`src/rtl/irq_encoder_32to5_pkg.sv`:
```
// ---------------------------------------------------------------------------
// irq_encoder_32to5_pkg
//
// Shared definitions for the 32-to-5 interrupt encoder: the request vector
// width, the index width and the two-state presentation FSM encoding.
// No ports; imported by irq_encoder_32to5 and priority_pick_32.
// ---------------------------------------------------------------------------
package irq_encoder_32to5_pkg;

    localparam int N_REQ = 32;
    localparam int IDX_W = 5;

    // IDLE: nothing offered to the consumer; PRESENT: o_index is being offered
    typedef enum logic {
        IDLE    = 1'b0,
        PRESENT = 1'b1
    } state_t;

endpackage

```
`src/rtl/irq_encoder_32to5_pick.sv`:
```
// ---------------------------------------------------------------------------
// priority_pick_32
//
// Purely combinational lowest-index-first picker.
//   vec  in   N_REQ  candidate bits
//   idx  out  IDX_W  index of the lowest set bit of vec (0 when vec is zero)
//   any  out  1      high when at least one bit of vec is set
// ---------------------------------------------------------------------------
module priority_pick_32
    import irq_encoder_32to5_pkg::*;
(
    input  logic [N_REQ-1:0] vec,
    output logic [IDX_W-1:0] idx,
    output logic             any
);

    // Scan from the top down so the last hit, which is the lowest set bit,
    // is the one that sticks.
    always_comb begin
        idx = '0;
        for (int i = N_REQ - 1; i >= 0; i--) begin
            if (vec[i]) begin
                idx = IDX_W'(i);
            end
        end
    end

    assign any = |vec;

endmodule

```
`src/rtl/irq_encoder_32to5.sv`:
```
// ---------------------------------------------------------------------------
// irq_encoder_32to5
//
// Collects 32 interrupt request lines into a sticky pending register and
// offers one selected source at a time through a valid/ready handshake.
//   PRIORITY_MODE  0 = fixed lowest-index-first, 1 = round-robin
//   i_clk          clock, rising edge
//   i_rst_n        asynchronous active-low reset
//   i_req   [31:0] request lines, each high cycle marks the source pending
//   i_mask  [31:0] excludes sources from selection, pending bits kept
//   i_clear        synchronous clear of pending state and the output slot
//   i_ready        consumer accepts o_index when o_valid is also high
//   o_valid        o_index holds a selection awaiting acceptance
//   o_index  [4:0] selected source
//   o_pending[31:0] pending register, straight from flops
// ---------------------------------------------------------------------------
module irq_encoder_32to5
    import irq_encoder_32to5_pkg::*;
#(
    parameter bit PRIORITY_MODE = 1'b0
)
(
    input  logic             i_clk,
    input  logic             i_rst_n,
    input  logic [N_REQ-1:0] i_req,
    input  logic [N_REQ-1:0] i_mask,
    input  logic             i_clear,
    input  logic             i_ready,
    output logic             o_valid,
    output logic [IDX_W-1:0] o_index,
    output logic [N_REQ-1:0] o_pending
);

    state_t           state;
    logic [N_REQ-1:0] pending;
    logic [IDX_W-1:0] index;
    logic [IDX_W-1:0] rr_ptr;

    logic [N_REQ-1:0] eligible;
    logic [N_REQ-1:0] rotated;
    logic [N_REQ-1:0] pick_vec;
    logic [N_REQ-1:0] accept_clear;
    logic [IDX_W-1:0] pick_idx;
    logic [IDX_W-1:0] pick_base;
    logic [IDX_W-1:0] selected;
    logic             pick_any;
    logic             handshake;

    assign eligible = pending & ~i_mask;

    // Rotate so that bit rr_ptr lands at position 0; the 5-bit index sum
    // wraps naturally, which gives the 31 -> 0 search order for free.
    always_comb begin
        rotated = '0;
        for (int i = 0; i < N_REQ; i++) begin
            rotated[i] = eligible[IDX_W'(i) + rr_ptr];
        end
    end

    assign pick_vec  = PRIORITY_MODE ? rotated : eligible;
    assign pick_base = PRIORITY_MODE ? rr_ptr  : '0;

    priority_pick_32 u_pick (
        .vec (pick_vec),
        .idx (pick_idx),
        .any (pick_any)
    );

    // Undo the rotation: the picker's index is relative to rr_ptr.
    assign selected  = pick_idx + pick_base;

    assign handshake    = (state == PRESENT) && i_ready;
    assign accept_clear = handshake ? (N_REQ'(1) << index) : '0;

    // Pending register, presentation FSM and round-robin pointer.
    // Clear beats a simultaneous handshake, and new requests always win over
    // both clear and acceptance so no edge on i_req is ever lost.
    always_ff @(posedge i_clk or negedge i_rst_n) begin
        if (!i_rst_n) begin
            state   <= IDLE;
            pending <= '0;
            index   <= '0;
            rr_ptr  <= '0;
        end else if (i_clear) begin
            state   <= IDLE;
            pending <= i_req;
        end else begin
            pending <= (pending & ~accept_clear) | i_req;
            case (state)
                IDLE: begin
                    if (pick_any) begin
                        index <= selected;
                        state <= PRESENT;
                    end
                end
                PRESENT: begin
                    if (i_ready) begin
                        state  <= IDLE;
                        rr_ptr <= index + IDX_W'(1);
                    end
                end
                default: state <= IDLE;
            endcase
        end
    end

    assign o_valid   = (state == PRESENT);
    assign o_index   = index;
    assign o_pending = pending;

endmodule

```
`config.mk`:
```
export PLATFORM = sky130hd
export DESIGN_NAME = irq_encoder_32to5
export DESIGN_NICKNAME = d
export VERILOG_FILES = /design/src/rtl/irq_encoder_32to5_pkg.sv /design/src/rtl/irq_encoder_32to5_pick.sv /design/src/rtl/irq_encoder_32to5.sv
export SDC_FILE = /design/constraint.sdc
export NUM_CORES = 1
export LEC_CHECK = 0
export ABC_AREA = 1
export CORE_ASPECT_RATIO = 0.5
export CORE_MARGIN = 4
export CORE_UTILIZATION = 37
export CTS_BUF_LIST = sky130_fd_sc_hd__clkbuf_16
export DETAILED_ROUTE_END_ITERATION = 10
export GPL_TIMING_DRIVEN = 0
export PLACE_DENSITY = 0.77
export SLEW_MARGIN = 20
export SYNTH_ARGS = -nofsm -noshare
export SYNTH_HDL_FRONTEND = slang
export SYNTH_SLANG_ARGS = --single-unit
```
`constraint.sdc`:
```
create_clock -name i_clk -period 2.24 [get_ports i_clk]
set_clock_uncertainty 0.2 [all_clocks]
set_input_delay 0.336 -clock i_clk [delete_from_list [all_inputs] [get_ports i_clk]]
set_output_delay 0.336 -clock i_clk [all_outputs]
set_load 0.01 [all_outputs]
```
==> results.yml <==
status:
  status: "complete, but fails checks"
  violations: "setup timing"
die:
  rows: 19
  initial_utilization: 0.3935
  fp.dieH_um: 62.74
  die_area_sq_um: 7370
  die_w_um: 117.5
  ios: 106
  coreArea_sq_um: 5634
logic_synthesis:
  synth_area_sq_um: 2217
  synthCells: 302
  yosysWarnings: 0
  yosysUniqueCellTypes: 21
  ys_seq_area_frac: 0.4289
  syn_nets: 370
  ys_ff_latch: 38
  avgSynthCellArea_sq_um: 7.341
timing:
  fmax_mhz: 412.7
  holdWs_ps: 266.6
  max_slew_margin: 0.6609
  post-route-period-util: 1.082
  maxSlewViolCount: 0
  rsz0062_at_grt: "true"
  setup_violations: 1
  tightest_slew_ps: 508.7
  finalWorstSetupSlack_ps: -183.2
  min_period_ps: 2423
  hold_violations: 0
detailed_routing:
  firstDrtPassIters: 5
  avgRoutedWirePerCell_um: 15.61
  initialDrtViolationCount: 273
  ant_nets: 0
  routed_via_density: 5.108
  wl_um: 7695
  drc_errors: 0
  vias: 2518
setup_path:
  required_ps: 2210
  cpPeakStageDelay_ps: 470
  crit_buf_inv: 2
  reg2reg_to: "o_index[0]"
  crit_path_end_kind: "flip-flop"
  crit_type: "input port to flip-flop"
  path_delay_family: "simple AND/OR/NAND/NOR gates"
  critPathLaunchType: "input port"
  rr_startpoint: "o_pending[31]"
  timing.reg2reg.worst_path_depth: 34
  slowest_stage: "clkdlybuf4s50_1"
  r2r_slack_ps: -180
  cp_common_cell: "nand2_1"
  cp.arrival_ps: 2390
  critPathMaxFanout: 2
grt:
  track_usage: 0.2059
  antenna_found_initial: 0
  grt_pass1_wl_um: 12340
  grt_max_degree: 29
  grt-ovfl-total: 0
  grt_pass1_vias: 2500
clock_tree:
  cts.reportedPaths.clkPinSlew_ps: 60
  htree_levels: 2
  cts.sinks: 38
  cts_buffer_depth: 2
  clk-insertion-delay-late_ps: 280
  cts_made_buffers: 5
  cts-root-buf: "clkbuf_16"
  cts_tree: "done"
min_path:
  hold_path_class: "input port to async pin"
layout:
  area_growth_syn_to_layout_pct: 59.76
  diodes: 0
  fill_cells: 520
  utilization: 0.6287
  drive_gt1_frac: 0.06905
  fin_nets: 487
power:
  power.leakage_nw: 1.678
  powerDensity_nw_per_um2: 582.3
  worst_ir_drop_vdd_mv: 0.4577
place:
  dpl.hpwl_um: 6113
  io_buffers: 105
  routabilityCongestion: 0.8944
run:
  drv_cap: 0
[through the flow]
step	instances	TNS, ps	instance area (sq um)	worst slack (ps)	total power [mW]
floorplan	302	0	2217	84.08	1.060
global placement	480	-11990	3359	-541.6	1.372
detailed placement	481	-765.3	3374	-578.7	1.390
CTS	492	-160.9	3532	-160.9	2.064
global route	493	-487.5	3542	-449.5	2.167
finish	493	-183.2	3542	-183.2	2.063
[layout by cell type, fill, tap and decap left out, drive strengths merged, types with 2 or more instances in the layout]
cell type,instances
dfrtp,38
o21ai,30
dlygate4sd2,4
clkdlybuf4s50,100
clkbuf,12
inv,42
clkinv,3
buf,5
nor3,4
nand4,11
nand3,2
nor2,29
nand2,100
o21bai,32
a31oi,2
o31ai,3
[registers in the layout, indices dropped and copies added, names as in the netlist]
signal	cells
o_pending	32
o_index	5
o_valid	1
[worst register-to-register path: cells and delay by family, from the launching register on]
kind          cells  cell delay (ps)
buf+inv           1               70
flops             1              390
simple gates     33             1640
[cells in the mapped netlist, drive strengths merged]
cell / instances / area, sq um
a21oi: 1 / 5.000
a31oi: 2 / 12.51
clkbuf: 7 / 26.28
clkinv: 1 / 3.750
dfrtp: 38 / 950.9
inv: 41 / 153.9
nand2: 100 / 430.4
nand3: 2 / 15.01
nand4: 11 / 68.82
nor2: 29 / 111.4
nor3: 4 / 20.02
o21ai: 30 / 150.1
o21bai: 32 / 240.2
o22ai: 1 / 6.260
o31ai: 3 / 22.52
[kinds of logic (layout without fill, tap and decap cells)]
group | count (synthesis) | count (layout) | synth area share
flip-flops | 38 | 38 | 0.4289
buffers and inverters | 49 | 167 | 0.08296
AO/OA/AOI/OAI | 69 | 69 | 0.1969
AND/OR/NAND/NOR | 146 | 146 | 0.2912
[cell type report]
cell class                      count  area (sq um)  area share
Timing Repair Buffer              110          1094      0.3087
Multi-Input combinational cell    215          1085      0.3063
Sequential cell                    38         950.9      0.2685
Inverter                           42         157.7     0.04451
Clock buffer                        5         125.1     0.03532
Tap cell                           73         91.34     0.02579
Buffer                              7         26.28    0.007418
Clock inverter                      3         12.51    0.003532
[power breakdown]
| part | internal (mW) | switching, mW | leakage, nW |
|---|---|---|---|
| Combinational | 0.298 | 0.289 | 1.18 |
| Clock | 0.402 | 0.269 | 0.0724 |
| Sequential | 0.743 | 0.0615 | 0.422 |
[metal layers]
layer  vias to the layer above  GRT usage  part of all wire
met2                       124     0.3592              0.48
met1                      1178     0.2580              0.41
met5                         -          0                 0
met4                         0    0.03942             0.017
met3                        14    0.05877             0.097
li1                       1202          -                 -
[how the worst max path moves through the flow]
stage / endpoint / cells past startpoint / slack, ps / from
3_3_place_gp: o_index[0] / 34 / -540 / i_mask[31]
3_5_place_dp: o_index[0] / 34 / -580 / i_mask[31]
2_1_floorplan: o_index[0] / 34 / 80 / o_pending[31]
4_1_cts: o_index[0] / 34 / -160 / o_pending[31]
6_report: o_index[0] / 32 / -180 / i_mask[27]
5_1_grt: o_index[0] / 34 / -450 / o_pending[31]
[timing repair]
item / in CTS / in global routing
resized for setup: 6 / 2
setup endpoints to repair: 1 / 2
pin swaps: 0 / 1
endpoints found under the hold margin: 10 / 0
buffers inserted: 2 / 1
hold buffers: 1 / 0
(Power assumes the default switching activity.)
